==> src/rtl/pipe_pkg.sv <==
// Purpose : shared types and helpers for the pipeline hazard controller.
// Latency : n/a (types, constants and pure functions only).
// Backpr. : n/a.
package pipe_pkg;

  // Default register-address width of the core's register file.
  localparam int REG_AW_DEF = 4;

  // E-stage operand source select.
  typedef enum logic [1:0] {
    FWD_RF = 2'b00,
    FWD_W  = 2'b01,
    FWD_M  = 2'b10
  } fwd_sel_e;

  // Data-memory wait sequencer states.
  typedef enum logic {
    RUN      = 1'b0,
    MEM_WAIT = 1'b1
  } mem_state_e;

  // Operand source from the two hit terms; the younger M result wins over W.
  function automatic fwd_sel_e fwd_select(input logic hit_m, input logic hit_w);
    fwd_sel_e sel;
    sel = FWD_RF;
    if (hit_m) begin
      sel = FWD_M;
    end else if (hit_w) begin
      sel = FWD_W;
    end
    return sel;
  endfunction

  // Wait-counter width; a latency of 1 never uses the counter but still
  // needs a legal one-bit vector.
  function automatic int cnt_width(input int lat);
    return (lat > 1) ? $clog2(lat) : 1;
  endfunction

endpackage

==> src/rtl/mem_stall_fsm.sv <==
// Purpose : holds the pipeline while a multi-cycle data-memory access sits in M.
// Latency : mem_stall is combinational from state and mem_req; MEM_LATENCY-1 stall cycles per access.
// Backpr. : mem_stall is the backpressure itself; reset drops it at once and abandons the access.
module mem_stall_fsm
  import pipe_pkg::*;
#(
  parameter int MEM_LATENCY = 2
) (
  input  logic clk,
  input  logic rst,
  input  logic mem_req,
  output logic mem_stall
);

  localparam int CNT_W = cnt_width(MEM_LATENCY);
  // Cycles still to wait after the first stall cycle spent in RUN.
  localparam logic [CNT_W-1:0] CNT_LOAD =
    (MEM_LATENCY > 1) ? CNT_W'(MEM_LATENCY - 2) : '0;
  localparam logic MULTI_CYCLE = (MEM_LATENCY > 1);

  mem_state_e       state_q, state_d;
  logic [CNT_W-1:0] cnt_q, cnt_d;
  logic             stall_raw;

  // State and counter register; reset aborts any wait in progress.
  always_ff @(posedge clk or posedge rst) begin
    if (rst) begin
      state_q <= RUN;
      cnt_q   <= '0;
    end else begin
      state_q <= state_d;
      cnt_q   <= cnt_d;
    end
  end

  // Next state, counter and raw stall; the request seen in the completing
  // cycle belongs to that access and is not a new one.
  always_comb begin
    state_d   = state_q;
    cnt_d     = cnt_q;
    stall_raw = 1'b0;
    unique case (state_q)
      RUN: begin
        if (mem_req && MULTI_CYCLE) begin
          stall_raw = 1'b1;
          state_d   = MEM_WAIT;
          cnt_d     = CNT_LOAD;
        end
      end
      MEM_WAIT: begin
        if (cnt_q != '0) begin
          stall_raw = 1'b1;
          cnt_d     = cnt_q - CNT_W'(1);
        end else begin
          state_d = RUN;
        end
      end
      default: begin
        state_d = RUN;
        cnt_d   = '0;
      end
    endcase
  end

  // A held request must not re-raise the stall while reset is asserted.
  always_comb begin
    mem_stall = stall_raw & ~rst;
  end

endmodule

==> src/rtl/pipeline_hazard_ctrl.sv <==
// Purpose : forwarding selects plus stall/flush sequencing for the 5-stage pipeline.
// Latency : all outputs combinational; memory waits add MEM_LATENCY-1 stall cycles.
// Backpr. : memory stall holds F/D/E/M and bubbles W; load-use holds F/D and bubbles E.
// Optional: define HAZARD_PERF_CNT_EN to add the stallCycles/flushEvents counters.
module pipeline_hazard_ctrl
  import pipe_pkg::*;
#(
  parameter int MEM_LATENCY = 2,
  parameter int REG_AW      = REG_AW_DEF
) (
  input  logic              clk,
  input  logic              rst,
  input  logic [REG_AW-1:0] RA1D,
  input  logic [REG_AW-1:0] RA2D,
  input  logic [REG_AW-1:0] RA1E,
  input  logic [REG_AW-1:0] RA2E,
  input  logic [REG_AW-1:0] WA3E,
  input  logic              memToRegE,
  input  logic [REG_AW-1:0] WA3M,
  input  logic              regWriteM,
  input  logic              memReqM,
  input  logic [REG_AW-1:0] WA3W,
  input  logic              regWriteW,
  input  logic              branchTakenE,
  output logic [1:0]        ForwardAE,
  output logic [1:0]        ForwardBE,
  output logic              StallF,
  output logic              StallD,
  output logic              StallE,
  output logic              StallM,
  output logic              FlushD,
  output logic              FlushE,
  output logic              FlushW
`ifdef HAZARD_PERF_CNT_EN
  ,
  output logic [15:0]       stallCycles,
  output logic [15:0]       flushEvents
`endif
);

  logic mem_stall;
  logic lw_stall;

  mem_stall_fsm #(
    .MEM_LATENCY (MEM_LATENCY)
  ) u_mem_stall_fsm (
    .clk       (clk),
    .rst       (rst),
    .mem_req   (memReqM),
    .mem_stall (mem_stall)
  );

  // E-stage operand forwarding; independent of stalls so held operands stay correct.
  always_comb begin
    ForwardAE = fwd_select(regWriteM && (WA3M == RA1E), regWriteW && (WA3W == RA1E));
    ForwardBE = fwd_select(regWriteM && (WA3M == RA2E), regWriteW && (WA3W == RA2E));
  end

  // Load in E whose destination is a source of the instruction in D.
  always_comb begin
    lw_stall = memToRegE && ((WA3E == RA1D) || (WA3E == RA2D));
  end

  // Stall/flush combination: a memory wait freezes everything and masks the
  // E-stage hazards (they re-raise after release); a taken branch discards D,
  // so holding D for a load-use would be pointless.
  always_comb begin
    StallF = mem_stall | (lw_stall & ~branchTakenE);
    StallD = mem_stall | (lw_stall & ~branchTakenE);
    StallE = mem_stall;
    StallM = mem_stall;
    FlushD = ~mem_stall & branchTakenE;
    FlushE = ~mem_stall & (branchTakenE | lw_stall);
    FlushW = mem_stall;
  end

`ifdef HAZARD_PERF_CNT_EN
  // Saturating event counters for stall cycles and branch flushes.
  always_ff @(posedge clk or posedge rst) begin
    if (rst) begin
      stallCycles <= '0;
      flushEvents <= '0;
    end else begin
      if (StallF && (stallCycles != 16'hFFFF)) begin
        stallCycles <= stallCycles + 16'd1;
      end
      if (FlushD && (flushEvents != 16'hFFFF)) begin
        flushEvents <= flushEvents + 16'd1;
      end
    end
  end
`endif

endmodule

==> config.mk <==
export PLATFORM = sky130hd
export DESIGN_NAME = pipeline_hazard_ctrl
export DESIGN_NICKNAME = d
export VERILOG_FILES = /design/src/rtl/pipe_pkg.sv /design/src/rtl/mem_stall_fsm.sv /design/src/rtl/pipeline_hazard_ctrl.sv
export SDC_FILE = /design/constraint.sdc
export NUM_CORES = 1
export LEC_CHECK = 0
export ABC_AREA = 1
export BUFFER_PORTS_ARGS = -buffer_cell sky130_fd_sc_hd__buf_2
export CAP_MARGIN = 0
export CORE_AREA = 2 2 39 41
export DETAILED_ROUTE_END_ITERATION = 10
export DIE_AREA = 0 0 41 43
export PLACE_DENSITY = 0.82
export SLEW_MARGIN = 25
export SYNTH_ARGS = -nofsm -noshare
export SYNTH_HDL_FRONTEND = slang
export SYNTH_SLANG_ARGS = --single-unit
export TNS_END_PERCENT = 50
==> constraint.sdc <==
create_clock -name clk -period 1.35 [get_ports clk]
set_input_delay 0.135 -clock clk [delete_from_list [all_inputs] [get_ports clk]]
set_output_delay 0.135 -clock clk [all_outputs]
set_load 0.02 [all_outputs]
## Yosys cells after proc, flatten, opt, wreduce, memory -nomap -nowiden

Cells that the tools add are included.

- Register bits after elaboration: 2

- Reduce and logical (&&, ||, !) cells: 6
- Multiplexer cells: 10
- Bitwise operators: 10
- Eq/ne operators: 7
- $add $sub $neg: 1

Operators by type and width:

| kind | count |
|---|---|
| $eq A4 B4 Y1 | 6 |
| $mux W1 | 6 |
| $logic_and A1 B1 Y1 | 5 |
| $and A1 B1 Y1 | 4 |
| $mux W2 | 2 |
| $not A1 Y1 | 4 |
| $pmux W1 S2 | 2 |
| $ne A2 B2 Y1 const B | 1 |
| $or A1 B1 Y1 | 2 |
| $logic_or A1 B1 Y1 | 1 |
| $sub A1 B1 Y1 const B | 1 |

## Logic depth before layout (Yosys ltp)

- Word-level depth: 5
- Depth in mapped cells: 9
- Mapped depth without buffers: 8

## Modules after synthesis

From an unflattened synthesis, not the netlist that was laid out.

- Cell total of the unflattened synthesis: 109
- Area total of the unflattened synthesis: 514.2 sq um

Modules (own cells, without submodules):

| module | area an instance (sq um) | cells each | instances |
|---|---|---|---|
| pipeline_hazard_ctrl | 465.4 | 103 | 1 |
| mem_stall_fsm | 48.8 | 6 | 1 |

## Worst setup path before layout

Ideal clock, no wire load.

- Kind: register to output
- Start point: register u_mem_stall_fsm.state_q
- End point: output StallF
- Buffers on the path: 1
- Stages on the path, launching flop included: 5
- Arrival time: 921 ps
- Data required time: 1215 ps
- Slack: 294 ps
- Cells stage by stage: dfrtp_1 -> nor2_1 -> nand2_1 -> nand2_1 -> buf_4

- Cells in the longest elaborated chain, start to end: 4

RTL lines:

| item | line | source |
|---|---|---|
| start, declared | mem_stall_fsm.sv:21 | `mem_state_e state_q, state_d;` |
| start signal, assigned | mem_stall_fsm.sv:31 | `state_q <= state_d;` |
| $not A1 Y1 | - |  |
| $pmux W1 S2 * | mem_stall_fsm.sv:42 | `unique case (state_q)` |
| named net u_mem_stall_fsm.stall_raw | mem_stall_fsm.sv:23 | `logic stall_raw;` |
| $and A1 B1 Y1 * | mem_stall_fsm.sv:67 | `mem_stall = stall_raw & ~rst;` |
| $or A1 B1 Y1 * | - |  |
| end, declared | pipeline_hazard_ctrl.sv:27 | `output logic StallF,` |

The timed path passes the listed nets; every way through them passes the cells marked *.

## Worst setup path in the final report

- Start point: input WA3M[2]
- End point: output ForwardAE[0]

- Cells in the longest elaborated chain, start to end: 3

RTL lines:

| item | line | source |
|---|---|---|
| start, declared | pipeline_hazard_ctrl.sv:19 | `input logic [REG_AW-1:0] WA3M,` |
| $eq A4 B4 Y1 | pipeline_hazard_ctrl.sv:55 | `ForwardAE = fwd_select(regWriteM && (WA3M == RA1E), regWriteW && (WA3W == RA1E));` |
| $logic_and A1 B1 Y1 | pipeline_hazard_ctrl.sv:55 |  |
| $mux W2 | pipe_pkg.sv:26 | `if (hit_m) begin` |
| end, declared | pipeline_hazard_ctrl.sv:25 | `output logic [1:0] ForwardAE,` |

Every way passes these cells.

==> results.rst <==
.. list-table::
   :header-rows: 1

   * - Metric
     - Value
   * - # fillers
     - between 100 and 150
   * - Register bit total from synthesis
     - 1
   * - PostCTS Resize Cnt
     - 0
   * - Critical path's slowest cell
     - sky130_fd_sc_hd__or2_0
   * - Met1 routed wirelength after detailed routing
     - 438 µm
   * - Final critical delay including setup and external delays
     - roughly 1.1 ns
   * - Max-slew headroom at the worst pin
     - 0.870
   * - Vias after detailed routing
     - between 700 and 800
   * - Flip-flop count of the largest register, all copies and words added
     - 1
   * - Via-per-instance ratio
     - approximately 4.4
   * - Wire length of the first global-routing pass
     - ~1800 µm
   * - Met2 wire len
     - a little under 700 µm
   * - CP Class
     - input port to output pin
   * - Worst Reg-to-Reg Cells
     - 1
   * - Total wirelength of the detailed-routed design
     - about 1200 µm
   * - Clock slew at the register clock pins of the worst setup and hold paths
     - 0 ns
   * - Mean post-synth cell area
     - 4.73 µm²
   * - Die Y
     - 43 µm
   * - Type of origin of the critical path
     - input port
   * - Actual slew at the worst max-slew pin
     - approximately 0.19 ns
   * - Endpoint of the worst-slack reg-to-reg timing path
     - u_mem_stall_fsm.state_q$_DFF_PP0_
   * - Max VDD drop
     - 0.165 mV
   * - Worst min-delay path endpoint
     - u_mem_stall_fsm.state_q$_DFF_PP0_
   * - Global-route usage over all layers
     - 0.137
   * - Vias in the first global route
     - approximately 560
   * - ANT nets after route
     - 0
   * - Initial antenna violation count
     - 0
   * - Routed met3 length
     - 132 µm
   * - Worst Skew
     - 0 ns
   * - Registers with the most flip-flops
     - u_mem_stall_fsm.state_q x1
   * - CP peak stage delay
     - approximately 0.22 ns
   * - Clock insertion delay at the later pin of the skew report
     - 0 ns
   * - Register area
     - 25.0 µm²
   * - Cell Int Power
     - about 130 µW
   * - Largest reg by FF count
     - u_mem_stall_fsm.state_q
   * - Nets@finish
     - between 150 and 200
   * - Total number of yosys warnings
     - 0
   * - Leak Pwr
     - roughly 0.53 nW
   * - Buffers added on ports
     - 45
   * - Combinational share of power
     - 0.866
   * - CP Max Fanout
     - 3
   * - Highest metal layer with signal wires
     - met3
   * - Achievable frequency
     - 0.899 GHz
   * - Number of endpoints failing setup at the final stage
     - 0
   * - Crit path setup slack, layout
     - ~0.24 ns
   * - Sequential share of power
     - 0.134
   * - Mapped Nets
     - 139
   * - Setup repair after global routing missed its margin
     - no
   * - Post-Synthesis Cell Area
     - 492 µm²
   * - # diodes
     - 0
   * - Placed cell area
     - slightly above 700 µm²
   * - Number of detailed-routing iterations run before antenna repair
     - 4
   * - Ratio of final minimum period to clock period
     - 0.824
   * - Setup slack of the most critical reg-to-reg path
     - ~0.8 ns
   * - Starting DRC count in detailed routing
     - 20
   * - R2r startpoint
     - u_mem_stall_fsm.state_q$_DFF_PP0_
   * - Sum Neg Setup Slack
     - 0 ns
   * - Number of max-cap violations
     - 0
   * - Top-area cell type share of the netlist area
     - 0.313
   * - Area enclosed by the die boundary
     - 0.00176 mm²
   * - Maximum number of pins on one net before global-route repair
     - 5
   * - Layout Area Growth over Synthesis
     - 47.3%
   * - Final max-slew violation count
     - 0
   * - Last weighted congestion value of the routability-driven placer
     - 0.782
   * - Most frequent CP cell
     - sky130_fd_sc_hd__buf_2
   * - Standard-cell row count
     - 14
   * - Data arrival time of the critical path
     - between 0.9 and 1 ns
   * - Initial core utilization
     - 0.355
   * - Min-Delay Path Class
     - input port to register
   * - Leading cell types by total area after synthesis
     - sky130_fd_sc_hd__nand2_1 31%, sky130_fd_sc_hd__inv_1 19%, sky130_fd_sc_hd__xnor2_1 12%, sky130_fd_sc_hd__nor2_1 7.6%, sky130_fd_sc_hd__nand3_1 6.1%
   * - Required time of the critical path
     - ~1.2 ns
   * - Worst Hold Depth
     - 3
   * - Share of the yosys chip area belonging to registers
     - 0.0509
   * - Nature of the critical path endpoint
     - output pin
   * - Post-synthesis instance total
     - 104
   * - Part of the total power dissipated in the clock network
     - 0
   * - Count of unique library cells instantiated by Yosys
     - 16
   * - Total net switching power
     - roughly 120 µW
   * - Final count of hold timing violations
     - 0
   * - Area of the multi-input gates
     - between 300 and 400 µm²
   * - Share of layout cells above drive strength 1
     - 0.320
   * - Number of instances in the placed design
     - 162
   * - Overflow left after global routing
     - 0
   * - Switch share
     - 0.478
   * - Post-route cell area
     - 724 µm²
   * - Die boundary width
     - between 40 and 50 µm
   * - Startpoint of the most critical hold path
     - memReqM
   * - Critical-path cell list
     - buf_2 > or2_0 > a21oi_1 > nand3b_1 > nand2_1 > inv_1 > buf_2
   * - DRC violations left
     - 0
   * - Post-detailed-placement half-perimeter wirelength
     - 1180 µm
   * - Placeable core region
     - ~0.0014 mm²
   * - Post-route insts no fill
     - between 150 and 200
   * - Cell type with the largest total area after synthesis
     - sky130_fd_sc_hd__nand2_1
   * - Boundary pin count
     - 46
   * - Power per cell area
     - around 340 mW/mm²
   * - Run status
     - finished, final reports clean
   * - Wire length per cell
     - 7.64 µm
   * - Worst-case setup slack after placement
     - 0.248 ns
[worst max-delay path, delay by kind of cell]
kind / cells / cell delay (ns)
buffers and inverters: 3 / 0.28
AOI/OAI and AO/OA: 1 / 0.16
and+or+nand+nor: 3 / 0.39
[cell type report]
class                   count  area share
multi-input cells          75       0.484
flip-flops and latches      1      0.0345
well taps                  16      0.0276
repair buffers             46       0.325
inverters                  25       0.130
[kinds of logic after synthesis]
kind of cell	Yosys count	share of synthesized area
AOI/OAI and AO/OA	5	0.0534
DFF	1	0.0509
and+or+nand+nor	63	0.534
buffers and inverters	28	0.237
xor gates and xnor gates	7	0.125
[cells in the mapped netlist]
cell type                  instances
sky130_fd_sc_hd__nand4_1           1
sky130_fd_sc_hd__o22ai_1           1
sky130_fd_sc_hd__nand3_1           6
sky130_fd_sc_hd__xnor2_1           7
sky130_fd_sc_hd__buf_4             3
sky130_fd_sc_hd__nand3b_1          1
sky130_fd_sc_hd__inv_1            25
sky130_fd_sc_hd__nor3_2            1
sky130_fd_sc_hd__dfrtp_1           1
sky130_fd_sc_hd__nand2_1          41
sky130_fd_sc_hd__a21oi_1           2
sky130_fd_sc_hd__or2_0             1
sky130_fd_sc_hd__or2_2             1
sky130_fd_sc_hd__nor3_1            1
sky130_fd_sc_hd__nor2_1           10
sky130_fd_sc_hd__o21ai_0           2
[what timing repair did]
item,CTS,global route
endpoints found under the setup margin,0,0
endpoints found under the hold margin,1,0
hold buffers,1,0
setup buffers,0,0
[cell usage in the layout, fill, tap and decap left out]
cell	count
sky130_fd_sc_hd__buf_2	45
sky130_fd_sc_hd__nand2_1	41
sky130_fd_sc_hd__inv_1	25
sky130_fd_sc_hd__nor2_1	10
sky130_fd_sc_hd__xnor2_1	7
sky130_fd_sc_hd__nand3_1	6
sky130_fd_sc_hd__o21ai_0	2
sky130_fd_sc_hd__a21oi_1	2
sky130_fd_sc_hd__o22ai_1	1
sky130_fd_sc_hd__nor3_2	1
sky130_fd_sc_hd__nand4_1	1
sky130_fd_sc_hd__or2_0	1
sky130_fd_sc_hd__nor3_1	1
sky130_fd_sc_hd__nand3b_1	1
sky130_fd_sc_hd__or2_2	1
sky130_fd_sc_hd__dlygate4sd3_1	1
sky130_fd_sc_hd__dfrtp_1	1
[power by group through the flow]
stage | Clock, mW | Sequential [mW] | Combinational (mW)
5_1_grt | 0 | 0.0333 | 0.242
4_1_cts | 0 | 0.0332 | 0.217
3_5_place_dp | 0 | 0.0332 | 0.214
2_1_floorplan | 0 | 0.0329 | 0.125
6_report | 0 | 0.0332 | 0.215
3_3_place_gp | 0 | 0.0330 | 0.207
[how the worst max path moves through the flow]
stage                                                  from           end  cells past startpoint
after global placement                              WA3M[2]  ForwardAE[0]                      7
final                                               WA3M[2]  ForwardAE[0]                      7
after floorplan           u_mem_stall_fsm.state_q$_DFF_PP0_        StallF                      4
after detailed placement                            WA3M[2]  ForwardAE[0]                      7
after global routing                                RA1E[0]  ForwardAE[0]                      8
after CTS                                           WA3M[2]  ForwardAE[0]                      7
[per-stage QoR]
stage          power, mW  hold WS [ns]  utilization
2_1_floorplan      0.158        -0.128            -
3_5_place_dp       0.247       -0.0191        0.516
5_1_grt            0.275         0.375        0.524
3_3_place_gp       0.240       -0.0235        0.516
6_report           0.248         0.362        0.524
4_1_cts            0.250         0.366        0.524
[per-layer routing]
layer / track usage / vias to the layer above
met3: 0 / 0
met2: 0.313 / 40
met1: 0.118 / 285
met5: 0 / -
met4: 0 / 0
li1: - / 389
No activity file was read; power rests on OpenSTA's default activity.
